`config.mk`:
```
export PLATFORM = sky130hd
export DESIGN_NAME = fp_addsub_pipe
export DESIGN_NICKNAME = d
export VERILOG_FILES = /design/src/rtl/fpu_pkg.sv /design/src/rtl/fp_norm_round.sv /design/src/rtl/fp_addsub_pipe.sv
export SDC_FILE = /design/constraint.sdc
export NUM_CORES = 1
export LEC_CHECK = 0
export CAP_MARGIN = 20
export CORE_MARGIN = 2
export CORE_UTILIZATION = 60
export CTS_CLUSTER_SIZE = 30
export DETAILED_ROUTE_END_ITERATION = 8
export DONT_BUFFER_PORTS = 1
export GPL_TIMING_DRIVEN = 1
export PLACE_DENSITY = 0.79
export SYNTH_ARGS = -nofsm -noshare
export SYNTH_HDL_FRONTEND = slang
export SYNTH_SLANG_ARGS = --single-unit
```
`constraint.sdc`:
```
create_clock -name clk -period 7.9 [get_ports clk]
set_input_delay 1.58 -clock clk [delete_from_list [all_inputs] [get_ports clk]]
set_output_delay 1.58 -clock clk [all_outputs]
set_load 0.02 [all_outputs]
```
`src/rtl/fpu_pkg.sv`:
```
// fpu_pkg: shared types and defaults for the pipelined FP add/sub unit.
// Holds the default widths/latency, the float layout and the status encoding.
package fpu_pkg;

  localparam int EXP_W_DEF  = 8;
  localparam int MANT_W_DEF = 23;
  localparam int STAGES_DEF = 4;

  typedef struct packed {
    logic        sign;
    logic [7:0]  exp;
    logic [22:0] mant;
  } float_point_num;

  typedef enum logic [1:0] {
    RS_NORMAL = 2'b00,
    RS_OVF    = 2'b01,
    RS_UNF    = 2'b10,
    RS_NAN    = 2'b11
  } res_state_e;

  typedef enum logic [1:0] {
    SP_NONE = 2'b00,
    SP_INF  = 2'b01,
    SP_NAN  = 2'b10
  } special_e;

endpackage

```
`src/rtl/fp_norm_round.sv`:
```
// fp_norm_round: LZC, normalising shift, rounding and exception select.
// In: sum_i/exp_i/sign_i/spec_i; out: packed result_o and state_o.
// Macro FP_ADDSUB_RNE_EN selects round-to-nearest-even, else truncation.
module fp_norm_round
  import fpu_pkg::*;
#(
  parameter int EXP_W  = EXP_W_DEF,
  parameter int MANT_W = MANT_W_DEF
) (
  input  logic [MANT_W+4:0]     sum_i,
  input  logic [EXP_W-1:0]      exp_i,
  input  logic                  sign_i,
  input  logic [1:0]            spec_i,
  output logic [EXP_W+MANT_W:0] result_o,
  output logic [1:0]            state_o
);

  localparam int SW = MANT_W + 5;
  localparam int LW = $clog2(SW + 1);
  localparam int XW = (EXP_W > LW ? EXP_W : LW) + 2;
  localparam logic signed [XW-1:0] EMAX = XW'((1 << EXP_W) - 1);
  localparam logic signed [XW-1:0] ZERO_X = '0;

  logic [LW-1:0]          lz;
  logic [SW-1:0]          norm;
  logic [MANT_W-1:0]      frac;
  logic                   inc;
  logic [MANT_W:0]        frac_r;
  logic signed [XW-1:0]   e_n;
  logic signed [XW-1:0]   e_f;

  always_comb begin
    lz = LW'(SW);
    for (int i = 0; i < SW; i++) begin
      if (sum_i[i]) lz = LW'(SW - 1 - i);
    end
  end

  // Bit SW-1 is the carry position, so the exponent gains one before lz.
  assign norm = sum_i << lz;
  assign frac = norm[SW-2:4];
  assign e_n  = $signed(XW'(exp_i) + XW'(1) - XW'(lz));

`ifdef FP_ADDSUB_RNE_EN
  logic g, r, s;
  assign g   = norm[3];
  assign r   = norm[2];
  assign s   = |norm[1:0];
  assign inc = g & (r | s | frac[0]);
`else
  logic unused_grs;
  assign unused_grs = ^norm[3:0];
  assign inc = 1'b0;
`endif

  // All-ones + 1 wraps the fraction to zero; the carry bumps the exponent.
  assign frac_r = {1'b0, frac} + (MANT_W+1)'(inc);
  assign e_f    = e_n + XW'(frac_r[MANT_W]);

  always_comb begin
    result_o = {sign_i, e_f[EXP_W-1:0], frac_r[MANT_W-1:0]};
    state_o  = RS_NORMAL;
    if (spec_i == SP_NAN) begin
      result_o = {1'b0, {EXP_W{1'b1}}, 1'b1, {(MANT_W-1){1'b0}}};
      state_o  = RS_NAN;
    end else if (spec_i == SP_INF) begin
      result_o = {sign_i, {EXP_W{1'b1}}, {MANT_W{1'b0}}};
    end else if (sum_i == '0) begin
      result_o = {sign_i, {(EXP_W+MANT_W){1'b0}}};
    end else if (e_f >= EMAX) begin
      result_o = {sign_i, {EXP_W{1'b1}}, {MANT_W{1'b0}}};
      state_o  = RS_OVF;
    end else if (e_f <= ZERO_X) begin
      result_o = {sign_i, {(EXP_W+MANT_W){1'b0}}};
      state_o  = RS_UNF;
    end
  end

endmodule

```
`src/rtl/fp_addsub_pipe.sv`:
```
// fp_addsub_pipe: fully pipelined FP add/sub, latency STAGES (3..8).
// Ports: clk, rst, a, b, op, arg_vld -> result, res_vld, res_state.
// Macro FP_ADDSUB_RNE_EN enables round-to-nearest-even (else truncate).
module fp_addsub_pipe
  import fpu_pkg::*;
#(
  parameter int EXP_W  = EXP_W_DEF,
  parameter int MANT_W = MANT_W_DEF,
  parameter int STAGES = STAGES_DEF
) (
  input  logic                  clk,
  input  logic                  rst,
  input  logic [EXP_W+MANT_W:0] a,
  input  logic [EXP_W+MANT_W:0] b,
  input  logic                  op,
  input  logic                  arg_vld,
  output logic [EXP_W+MANT_W:0] result,
  output logic                  res_vld,
  output logic [1:0]            res_state
);

  localparam int W   = 1 + EXP_W + MANT_W;
  localparam int GW  = MANT_W + 4;
  localparam int SW  = MANT_W + 5;
  localparam int DEP = STAGES - 2;

  // Step 1: unpack, flush subnormals, order by magnitude, align.
  logic             sa, sb;
  logic [EXP_W-1:0] ea, eb, ex, ey, d;
  logic             a_inf, b_inf, a_nan, b_nan;
  logic [W-2:0]     mag_a, mag_b, x_mag, y_mag;
  logic             swap, x_s;
  logic [GW-1:0]    x_sig, y_full, y_al, lost;

  assign sa = a[W-1];
  assign sb = b[W-1] ^ op;
  assign ea = a[W-2:MANT_W];
  assign eb = b[W-2:MANT_W];

  assign a_inf = (&ea) & ~(|a[MANT_W-1:0]);
  assign b_inf = (&eb) & ~(|b[MANT_W-1:0]);
  assign a_nan = (&ea) & (|a[MANT_W-1:0]);
  assign b_nan = (&eb) & (|b[MANT_W-1:0]);

  assign mag_a = (ea == '0) ? '0 : a[W-2:0];
  assign mag_b = (eb == '0) ? '0 : b[W-2:0];
  assign swap  = mag_b > mag_a;
  assign x_mag = swap ? mag_b : mag_a;
  assign y_mag = swap ? mag_a : mag_b;
  assign x_s   = swap ? sb : sa;

  assign ex     = x_mag[W-2:MANT_W];
  assign ey     = y_mag[W-2:MANT_W];
  assign d      = ex - ey;
  assign x_sig  = {|ex, x_mag[MANT_W-1:0], 3'b000};
  assign y_full = {|ey, y_mag[MANT_W-1:0], 3'b000};

  always_comb begin
    lost = '0;
    if (int'(d) > MANT_W + 3) begin
      y_al = {{(GW-1){1'b0}}, |y_full};
    end else begin
      y_al    = y_full >> d;
      lost    = y_full & ((GW'(1) << d) - GW'(1));
      y_al[0] = y_al[0] | (|lost);
    end
  end

  logic [1:0] sp_d;
  logic       sx_d;

  always_comb begin
    sp_d = SP_NONE;
    sx_d = x_s;
    if (a_nan | b_nan | (a_inf & b_inf & (sa != sb))) begin
      sp_d = SP_NAN;
    end else if (a_inf | b_inf) begin
      sp_d = SP_INF;
      sx_d = a_inf ? sa : sb;
    end
  end

  logic             s1_sx_q, s1_sub_q;
  logic [EXP_W-1:0] s1_ex_q;
  logic [GW-1:0]    s1_mx_q, s1_my_q;
  logic [1:0]       s1_sp_q;

  always_ff @(posedge clk) begin
    s1_sx_q  <= sx_d;
    s1_sub_q <= sa ^ sb;
    s1_ex_q  <= ex;
    s1_mx_q  <= x_sig;
    s1_my_q  <= y_al;
    s1_sp_q  <= sp_d;
  end

  // Step 2: magnitude add/subtract; exact cancellation gives +0.
  logic [SW-1:0] sum_d;
  logic          sign2_d;

  assign sum_d = s1_sub_q ? ({1'b0, s1_mx_q} - {1'b0, s1_my_q})
                          : ({1'b0, s1_mx_q} + {1'b0, s1_my_q});
  assign sign2_d = (s1_sp_q == SP_NONE && s1_sub_q && sum_d == '0)
                   ? 1'b0 : s1_sx_q;

  logic [SW-1:0]    s2_sum_q;
  logic             s2_sign_q;
  logic [EXP_W-1:0] s2_ex_q;
  logic [1:0]       s2_sp_q;

  always_ff @(posedge clk) begin
    s2_sum_q  <= sum_d;
    s2_sign_q <= sign2_d;
    s2_ex_q   <= s1_ex_q;
    s2_sp_q   <= s1_sp_q;
  end

  // Step 3 plus trailing delay registers.
  logic [W-1:0] nr_res;
  logic [1:0]   nr_st;

  fp_norm_round #(
    .EXP_W  (EXP_W),
    .MANT_W (MANT_W)
  ) u_norm (
    .sum_i    (s2_sum_q),
    .exp_i    (s2_ex_q),
    .sign_i   (s2_sign_q),
    .spec_i   (s2_sp_q),
    .result_o (nr_res),
    .state_o  (nr_st)
  );

  logic [STAGES-1:0] vld_q;
  logic [W+1:0]      pipe_q [DEP];
  logic [W+1:0]      pipe_d [DEP];

  always_comb begin
    pipe_d[0] = {nr_res, nr_st};
    for (int i = 1; i < DEP; i++) pipe_d[i] = pipe_q[i-1];
  end

  // The last register only loads on valid, so outputs hold between results.
  always_ff @(posedge clk) begin
    if (rst) begin
      vld_q <= '0;
      for (int i = 0; i < DEP; i++) pipe_q[i] <= '0;
    end else begin
      vld_q <= {vld_q[STAGES-2:0], arg_vld};
      for (int i = 0; i < DEP; i++) begin
        if (i < DEP - 1 || vld_q[STAGES-2]) pipe_q[i] <= pipe_d[i];
      end
    end
  end

  assign result    = pipe_q[DEP-1][W+1:2];
  assign res_state = pipe_q[DEP-1][1:0];
  assign res_vld   = vld_q[STAGES-1];

endmodule

```
==> metrics.md, run 1 <==
| Metric | Value |
|---|---|
| Post-CTS Setup Repair Bufs | 0 |
| Post-synth EDFFs | slightly below 70 |
| Xor and xnor fraction of the mapped netlist area | 3.06% |
| Worst Path Required | a little over 8 ns |
| Core Rows | 54 |
| Maximum VDD drop | 146 µV |
| DR pass1 iterations | 5 |
| Hold-fix buffers, CTS | 0 |
| Pint | slightly above 2 mW |
| DRT met1 WL | around 16 mm |
| Unrepaired setup endpoints after global routing | false |
| GRT Resource Usage Total | a little under a third |
| Clock latency on the worst-skew pair | ~0.44 ns |
| CTS Root Cell | clkbuf_16 |
| Reg power frac | 35.8% |
| Initial antenna violation count | 0 |
| Most frequent cells in the layout | 172 x nand2_1, 148 x nor2_1, 111 x o21ai_0 |
| Simple-Gate Fraction of Synth Area | between 20% and 30% |
| Clock buffer count from CTS | 17 |
| Bufs on Longest Clock Path | 2 |
| Clock share of power | about 24% |
| Clk_skew | between 0.01 and 0.015 ns |
| Sw Pwr | approximately 1.4 mW |
| Met3 WL | approximately 2.8 mm |
| Max_slew headroom | 21.3% |
| Setup TNS | 0 ns |
| PortBufs | 0 |
| CP max FO | 27 |
| Sw frac | 40.1% |
| Die H | about 150 µm |
| P&R area growth vs syn | 6.82% |
| Post-DP HPWL | 30.0 mm |
| # diodes | 0 |
| Drt drc | 0 |
| Critical Path AT | between 6 and 7 ns |
| Routability cong. | slightly below 1 |
| CTS tree | done |
| Clk pin slew, worst setup/hold paths | around 0.07 ns |
| Final core utilization | approximately two thirds |
| Worst setup EP type | flop |
| WL final | ~38 mm |
| Iteration-0 DRC Markers | roughly 1400 |
| First-pass GRT wire length | 59.8 mm |
| Library cells used by synthesis | 92 |
| Final setup viols | 0 |
| Status | finished clean |
| Hold Startpoint | s1_ex_q[3] |
| Commonest non-fill, non-tap cell in the layout | nand2_1 |
| Startpoint types | input port |
| H-tree Lvls | 4 |
| Largest family of logic cells by synthesized area | simple AND/OR/NAND/NOR gates |
| Achievable frequency | between 150 and 200 MHz |
| Post-synthesis async set-or-reset flop share | 0% |
| Complex-gate fraction of the synthesized area | between 20% and 30% |
| Final worst path period share | 83.3% |
| Die Width | around 150 µm |
| Drt wl/cell | approximately 20 µm |
| Reg2reg start | s2_sum_q[0] |
| Post-Synth Adder-Cell Area | under 10% |
| Hold WS | ~0.33 ns |
| Final ANT Viol Nets | 0 |
| Leakage dissipation | approximately 5.7 nW |
| Cells after Synth | between 1500 and 2000 |
| Comb power frac | about 40% |
| Starting density of the core | slightly above 60% |
| Mapped Area | ~13000 µm² |
| Synth warn | 0 |
| Highest routed metal layer | met4 |
| Ports | 103 |
| WL met2 | around 18 mm |
| Fraction of layout cells with a size suffix above 1 | under 10% |
| Via/cell ratio | roughly 6.4 |
| HP Class | reg2reg |
| Final min period | 6.58 ns |
| Core area | between 20000 and 25000 µm² |
| Synth Register Bits | 174 |
| Setup crit start | b[27] |
| Clk sinks | roughly 170 |
| PD cells | 235 nW/µm² |
| Global route total overflow | 0 |
| Mux share of post-synthesis cell area | 9.32% |
| Largest net degree at the start of global routing | 58 |
| Worst-margin pin slew | about 1.2 ns |
| Number of global-route vias before repair | between 10000 and 15000 |
| Cts repair resizes | 0 |
| Syn Area/Cell | just over 8 µm² |
| Main flop type after synthesis | dfxtp_1 |
| Sequential area share after synthesis | between 30% and 40% |
| Count of pins over their slew limit | 0 |
| Nets@finish | 1779 |
| Max_cap viols | 0 |
| Die footprint | around 24000 µm² |
| Final hold violations | 0 |
| Crit path kind | in2reg |
| Via count | between 10000 and 15000 |
[synthesized netlist by cell type (all sizes together) (32+ instances only)]
cell type / count / area (µm²)
nor4: 32 / 206
dfxtp: 106 / 2120
a21oi: 104 / 528
clkbuf: 62 / 233
nand3: 41 / 210
mux2i: 80 / 805
nor3: 37 / 200
inv: 99 / 372
a211oi: 32 / 250
o21ai: 119 / 596
nor2b: 66 / 413
nand2: 172 / 646
edfxtp: 68 / 2040
ha: 88 / 1100
nor2: 148 / 556
[per-stage QoR]
step	setup slack, ns	cells	instance area [µm²]	total power, mW
3_3_place_gp	0.933	1881	13800	2.52
3_5_place_dp	0.808	1881	13800	2.53
6_report	1.32	1914	14400	3.38
5_1_grt	0.877	1914	14400	3.57
4_1_cts	1.23	1913	14400	3.35
2_1_floorplan	0.801	1667	13600	2.20
[per-layer routing]
| layer | track usage, % | vias to the layer above |
|---|---|---|
| met3 | 6.14 | 112 |
| li1 | - | 5891 |
| met4 | 14.4 | 0 |
| met5 | 0 | - |
| met1 | 39.2 | 5644 |
| met2 | 54.0 | 565 |
[critical path, cell delays in order]
cell and delay [ns]:
nor4_1 0.40, nand2_1 0.10, buf_4 0.24, nand2_1 0.12, inv_1 0.08, ha_1 0.33, a21oi_1 0.13, a21oi_1 0.12
o31ai_1 0.34, o311ai_2 0.27, o2bb2ai_4 0.22, mux2i_1 0.15, ha_1 0.21, nand2_1 0.09, o211ai_1 0.12, a21oi_1 0.11
nor2b_1 0.16, o21ai_0 0.10, mux2i_1 0.29, nand4b_1 0.16, o32ai_2 0.22, a21oi_2 0.12, buf_8 0.18, a211oi_1 0.41
o221ai_1 0.24, nor4_1 0.27, a22oi_1 0.10
[cell type report]
cell class                      count  area [µm²]
Clock buffer                       17         425
Clock inverter                     15         171
Fill cell                        1850        7570
Inverter                          102         383
Multi-Input combinational cell   1304        8710
Sequential cell                   174        4160
Tap cell                          280         350
Timing Repair Buffer               22         185
[power groups by stage]
stage	Combinational, mW	Sequential [mW]	Clock (mW)
after floorplan	1.01	1.19	0
after global placement	1.30	1.22	0
after detailed placement	1.30	1.23	0
after CTS	1.31	1.21	0.832
after global routing	1.47	1.23	0.867
final	1.35	1.21	0.818
[cells by family (layout without fill, tap and decap cells)]
group	count (synthesis)	count (layout)
other cells	1	34
compound gates	430	430
flops	174	174
buf+inv	189	156
mux	115	115
simple gates	587	587
fa+ha+maj	91	91
xor+xnor	47	47
[sequential cells by signal (all words and copies together), names as in the netlist]
signal     cells
s2_sum_q      28
s1_my_q       27
pipe_q        68
s2_ex_q        8
s1_sub_q       1
s1_mx_q       24
s2_sp_q        2
vld_q          4
s1_sx_q        1
s2_sign_q      1
s1_ex_q        8
s1_sp_q        2
[final timing paths]
| kind | end | slack [ns] | cells past startpoint |
|---|---|---|---|
| max | s1_my_q[0] | 1.32 | 27 |
| min | s2_ex_q[3] | 0.33 | 0 |
| max reg2reg | pipe_q[0][15] | 1.57 | 26 |
| min reg2reg | s2_ex_q[3] | 0.33 | 0 |
(Power assumes the default switching activity.)
==> run 2, diff against run 1 <==
--- a/config.mk
+++ b/config.mk
@@ -7,12 +7,12 @@
 export LEC_CHECK = 0
 export CAP_MARGIN = 20
 export CORE_MARGIN = 2
-export CORE_UTILIZATION = 60
+export CORE_UTILIZATION = 59
 export CTS_CLUSTER_SIZE = 30
 export DETAILED_ROUTE_END_ITERATION = 8
 export DONT_BUFFER_PORTS = 1
 export GPL_TIMING_DRIVEN = 1
-export PLACE_DENSITY = 0.79
+export PLACE_DENSITY = 0.81
 export SYNTH_ARGS = -nofsm -noshare
 export SYNTH_HDL_FRONTEND = slang
 export SYNTH_SLANG_ARGS = --single-unit
==> constraint.sdc (replaced) <==
create_clock -name clk -period 5.3 [get_ports clk]
set_input_delay 1.06 -clock clk [delete_from_list [all_inputs] [get_ports clk]]
set_output_delay 1.06 -clock clk [all_outputs]
set_load 0.02 [all_outputs]
==> metrics.md, run 2 (synthesis results as in run 1) <==
| Metric | Value |
|---|---|
| Status | finished with violations |
| Failing checks | setup timing |
| Area after DPL | about 15000 µm² |
| Ports | roughly 100 |
| Reg2reg start | s2_sum_q[0] |
| Max_slew headroom | ~31% |
| Nets@finish | between 1500 and 2000 |
| Final WS setup | -0.0685 ns |
| Setup crit start | a[26] |
| Crit path kind | in2reg |
| Top reg by flops | pipe_q |
| Total power | ~5.5 mW |
| Capturing point of the worst reg2reg path | pipe_q[0][15] |
| Via count | ~13000 |
| CTS tree | done |
| Critical Path AT | 5.69 ns |
| Achievable frequency | 186 MHz |
| Worst setup EP type | flop |
| Count of pins over their slew limit | 0 |
| HP Class | reg2reg |
| Fraction of layout cells with a size suffix above 1 | a little under a quarter |
| Clock latency on the worst-skew pair | between 0.4 and 0.5 ns |
| Unrepaired setup endpoints after global routing | true |
| Drt drc | 0 |
| Drt wl/cell | roughly 19 µm |
| Regs by FF count | pipe_q: 68 flops, s2_sum_q: 28 flops, s1_my_q: 27 flops |
| Die H | approximately 160 µm |
| Maximum VDD drop | ~190 µV |
| Final worst path period share | 101% |
| Initial antenna violation count | 0 |
| Max reg flops | 68 |
| Largest net degree at the start of global routing | 56 |
| Max_cap viols | 0 |
| Hold WS | roughly 0.33 ns |
| Worst Path Required | approximately 5.6 ns |
| Final Cell Area | around 17000 µm² |
| Flop-to-flop setup slack | ~0.33 ns |
| Final setup viols | 4 |
| Routability cong. | 0.986 |
| H-tree Lvls | 4 |
| WL final | between 30 and 40 mm |
| DR pass1 iterations | 5 |
| GRT Resource Usage Total | around 31% |
| Setup WS pre-CTS | -0.556 ns |
| Hold-fix buffers, CTS | 0 |
| Core area | between 20000 and 25000 µm² |
| CTS Root Cell | clkbuf_16 |
| Hold Startpoint | s1_ex_q[2] |
| Clk sinks | between 150 and 200 |
| Clock buffer count from CTS | 17 |
| PortBufs | 0 |
| Global route total overflow | 0 |
| Bufs on Longest Clock Path | 2 |
| Final min period | about 5.4 ns |
| Commonest non-fill, non-tap cell in the layout | buf_4 |
| # diodes | 0 |
| Fillers | between 1500 and 2000 |
| Leakage dissipation | 6.76 nW |
| R2r worst-path depth | 25 |
| Clk_skew | about 0.020 ns |
| First-pass GRT wire length | roughly 61 mm |
| Clk pin slew, worst setup/hold paths | roughly 0.07 ns |
| Via/cell ratio | 6.18 |
| Iteration-0 DRC Markers | 931 |
| CP max FO | 12 |
| Post-DP HPWL | ~30 mm |
| Final hold violations | 0 |
| Die Width | 155 µm |
| PD cells | 333 nW/µm² |
| CP endpoint | s1_my_q[0] |
| Most frequent cells in the layout | 194 x buf_4, 154 x nand2_1, 146 x nor2_1 |
| Starting density of the core | between 50% and 60% |
| Worst-margin pin slew | 1.03 ns |
| Startpoint types | input port |
| P&R area growth vs syn | 23.6% |
| Die footprint | about 24000 µm² |
| Final ANT Viol Nets | 0 |
| Core Rows | 55 |
| Number of global-route vias before repair | around 12000 |
run 2: per-stage QoR:
step | TNS (ns) | std cells | utilization [%]
5_1_grt | -3.96 | 2104 | 74.0
2_1_floorplan | -7.53 | 1667 | -
3_5_place_dp | -11.31 | 2061 | 68.5
3_3_place_gp | -6.63 | 2061 | 68.5
4_1_cts | -0.0429 | 2096 | 71.8
6_report | -0.0999 | 2104 | 74.0
run 2: layout make-up:
cell class / instances / area (µm²) / share of cell area, %
tap: 285 / 357 / 2.14
clock buffer: 17 / 425 / 2.55
clock inverter: 15 / 204 / 1.22
sequential: 174 / 4160 / 25.0
timing repair buffer: 206 / 1680 / 10.1
inverter: 102 / 383 / 2.30
multi-input combinational: 1305 / 9440 / 56.7
run 2: metal layers:
| layer | share of wire [%] | vias up | GRT usage (%) |
|---|---|---|---|
| met4 | 5.1 | 0 | 16.0 |
| met5 | 0 | - | 0 |
| met1 | 40 | 6069 | 36.0 |
| met3 | 5.6 | 123 | 4.35 |
| li1 | - | 6257 | - |
| met2 | 50 | 560 | 56.8 |
run 2: worst max-delay path: stages:
cell,delay (ns)
nor4_4,0.26
buf_4,0.16
nand2_4,0.09
clkbuf_16,0.20
and2_1,0.18
ha_1,0.18
nand3b_1,0.19
a21oi_2,0.28
o31ai_4,0.11
o311ai_4,0.12
o2bb2ai_4,0.18
mux2i_1,0.22
ha_2,0.20
nand2_1,0.07
o211ai_1,0.09
a21oi_1,0.11
nor2b_1,0.17
o21ai_1,0.09
mux2i_2,0.23
nand4b_1,0.21
o32ai_4,0.21
buf_6,0.17
a21oi_2,0.09
o211ai_1,0.19
a31oi_1,0.14
o41ai_2,0.38
a22oi_1,0.10
run 2: where the power goes:
part,internal [mW],total (mW),switching [mW]
logic,1.06,2.47,1.41
clock network,0.650,1.28,0.631
registers,1.61,1.80,0.192
run 2: worst min path at each step:
stage	endpoint	cells past startpoint
floorplan	s2_ex_q[0]	0
global placement	s2_ex_q[7]	0
detailed placement	s2_ex_q[2]	0
global route	s2_ex_q[2]	0
CTS	s2_ex_q[2]	0
finish	s2_ex_q[2]	0
run 2: what timing repair did:
action | CTS | global route
cloned | 1 | 2
gates resized for setup | 18 | 78
buffers inserted | 2 | 6
endpoints found under the setup margin | 15 | 44
pin swaps | 5 | 25
==> run 3, diff against run 2 <==
--- a/config.mk
+++ b/config.mk
@@ -12,7 +12,7 @@
 export DETAILED_ROUTE_END_ITERATION = 8
 export DONT_BUFFER_PORTS = 1
 export GPL_TIMING_DRIVEN = 1
-export PLACE_DENSITY = 0.81
+export PLACE_DENSITY = 0.78
 export SYNTH_ARGS = -nofsm -noshare
 export SYNTH_HDL_FRONTEND = slang
 export SYNTH_SLANG_ARGS = --single-unit
==> constraint.sdc (replaced) <==
create_clock -name clk -period 5.3 [get_ports clk]
set_input_delay 1.06 -clock clk [delete_from_list [all_inputs] [get_ports clk]]
set_output_delay 1.06 -clock clk [all_outputs]
set_load 0.05 [all_outputs]
==> metrics.md, run 3 (synthesis results as in run 1) <==
| Metric | Value |
|---|---|
| Leakage dissipation | between 6 and 7 nW |
| GR peak layer | met2 |
| Max reg flops | 68 |
| Global route total overflow | 0 |
| Via count | roughly 13000 |
| CTS tree | done |
| Nets@finish | 1935 |
| Crit path kind | in2reg |
| PD cells | around 340 nW/µm² |
| Final ANT Viol Nets | 0 |
| Number of global-route vias before repair | between 10000 and 15000 |
| Final setup viols | 2 |
| Unrepaired setup endpoints after global routing | true |
| Startpoint types | input port |
| R2r worst-path depth | 23 |
| Worst-margin pin slew | approximately 0.90 ns |
| Via/cell ratio | around 6.2 |
| CP max FO | 24 |
| Reg power frac | 33.8% |
| Met1 global-route usage | a little over a third |
| Sw frac | 40.9% |
| WL final | between 30 and 40 mm |
| Drt wl/cell | between 15 and 20 µm |
| Critical path's largest stage delay | between 0.4 and 0.5 ns |
| Clock share of power | between 20% and 30% |
| Clk sinks | ~170 |
| Final hold violations | 0 |
| Capturing point of the worst reg2reg path | pipe_q[0][15] |
| Largest net degree at the start of global routing | 53 |
| CP endpoint | s1_my_q[0] |
| Die H | 155 µm |
| Most frequent cells in the layout | 173 x buf_4, 160 x nand2_1, 146 x nor2_1 |
| P&R area growth vs syn | 19.9% |
| Reg2reg start | s2_sum_q[0] |
| Iteration-0 DRC Markers | ~1100 |
| Met2 global-route usage | 57.1% |
| Routability cong. | between 0.9 and 1 |
| Achievable frequency | approximately 190 MHz |
| DR pass1 iterations | 5 |
| Clock latency on the worst-skew pair | 0.45 ns |
| Fraction of layout cells with a size suffix above 1 | 20.8% |
| Die Width | 155 µm |
| Initial antenna violation count | 0 |
| Setup crit start | b[23] |
| Clock buffer count from CTS | 17 |
| Max_cap viols | 0 |
| CTS Root Cell | clkbuf_16 |
| Ports | a little over 100 |
| Sw Pwr | ~2.2 mW |
| Starting density of the core | between 50% and 60% |
| Critical Path AT | roughly 5.6 ns |
| Worst Path Required | 5.62 ns |
| Maximum VDD drop | between 200 and 250 µV |
| Final Cell Area | 16100 µm² |
| Final WS setup | -0.0270 ns |
| # diodes | 0 |
| Regs by FF count | pipe_q: 68 flops, s2_sum_q: 28 flops, s1_my_q: 27 flops |
| Total power | roughly 5.5 mW |
| Hold WS | 0.332 ns |
| HP Class | reg2reg |
| Multi-input logic area | around 9200 µm² |
| Comb power frac | around 43% |
| Worst path cell trace | nor4_4, nand2_2, buf_12, nand2_1, inv_1, ha_1, a21oi_1, a21oi_1, o31ai_2, o311ai_4, o2bb2ai_4, mux2i_1, ha_2, buf_4, buf_4, a21oi_1, mux2i_1, buf_4, xnor2_2, buf_4, mux2i_1, o221ai_1, nor4_1, a22oi_1 |
| Top cell by count, worst path | buf_4 |
| PortBufs | 0 |
| Die footprint | 24000 µm² |
| Hold-fix buffers, CTS | 0 |
| Clk_skew | 0.0142 ns |
| Top reg by flops | pipe_q |
| Area after DPL | 15200 µm² |
| Clk pin slew, worst setup/hold paths | roughly 0.070 ns |
| Final worst path period share | 101% |
| Count of pins over their slew limit | 0 |
| Status | finished with violations |
| Pint | ~3.3 mW |
| H-tree Lvls | 4 |
| Fin cells | 2075 |
| Placed cell count | 2033 |
| Worst setup EP type | flop |
| Bufs on Longest Clock Path | 2 |
| Max_slew headroom | roughly 40% |
| Commonest non-fill, non-tap cell in the layout | buf_4 |
| Core area | 22500 µm² |
| Fillers | 1733 |
| GR met3 Demand/Resource | 5.54% |
| Failing checks | setup timing |
| Drt drc | 0 |
| Core Rows | 55 |
| Reg area | 4170 µm² |
| Post-DP HPWL | 30.1 mm |
| Final min period | about 5.3 ns |
| First-pass GRT wire length | a little over 60 mm |
| Flop-to-flop setup slack | 0.16 ns |
| Slowest stage cell, crit path | mux2i_1 |
| GRT Resource Usage Total | 31.4% |
## run 3: final cells by class
cell class                 instances  area share (%)
multi-input combinational       1304            57.2
sequential                       174            25.8
timing repair buffer             178            8.50
clock buffer                      17            2.64
inverter                         102            2.37
tap                              285            2.21
clock inverter                    15            1.23
## run 3: how the worst min path moves through the flow
stage / from / endpoint / slack (ns) / cells after the start
2_1_floorplan: s1_ex_q[0] / s2_ex_q[0] / 0.31 / 0
3_3_place_gp: s1_ex_q[6] / s2_ex_q[6] / 0.31 / 0
3_5_place_dp: s1_ex_q[3] / s2_ex_q[3] / 0.31 / 0
4_1_cts: s1_ex_q[3] / s2_ex_q[3] / 0.33 / 0
5_1_grt: s1_ex_q[3] / s2_ex_q[3] / 0.33 / 0
6_report: s1_ex_q[3] / s2_ex_q[3] / 0.33 / 0
## run 3: critical path: cells and delay by family
kind / cells / cell delay [ns]
buffers and inverters: 6 / 0.87
multiplexers: 3 / 0.97
AO/OA/AOI/OAI: 8 / 1.28
XOR/XNOR: 1 / 0.12
adder cells (fa/ha/maj): 2 / 0.52
AND/OR/NAND/NOR: 4 / 0.80
## run 3: power by group through the flow
stage	Clock (mW)	Combinational [mW]	Sequential (mW)
global route	1.34	2.55	1.89
global placement	0	2.15	1.87
detailed placement	0	2.19	1.88
floorplan	0	1.58	1.83
CTS	1.29	2.23	1.85
finish	1.28	2.36	1.86
## run 3: timing repair
item	4_1_cts	5_1_grt
resized for setup	10	49
pin swaps	3	23
gates cloned	0	0
buffers inserted	2	8
endpoints found under the setup margin	6	43
## run 3: layer usage
layer  vias up  part of all wire, %  wire length [µm]
li1       6201                    -                 -
met3       160                  6.1              2360
met1      5912                   39             15000
met5         -                    0                 0
met2       566                   50             19000
met4         0                  5.2              2000
## run 3: per-stage QoR
stage               TNS [ns]  setup WS [ns]  utilization [%]
floorplan              -7.53         -0.579                -
global placement       -5.32         -0.338             67.4
detailed placement     -8.65         -0.452             67.4
global route           -5.18         -0.334             71.7
finish               -0.0342        -0.0270             71.7
CTS                        0        0.00313             70.5
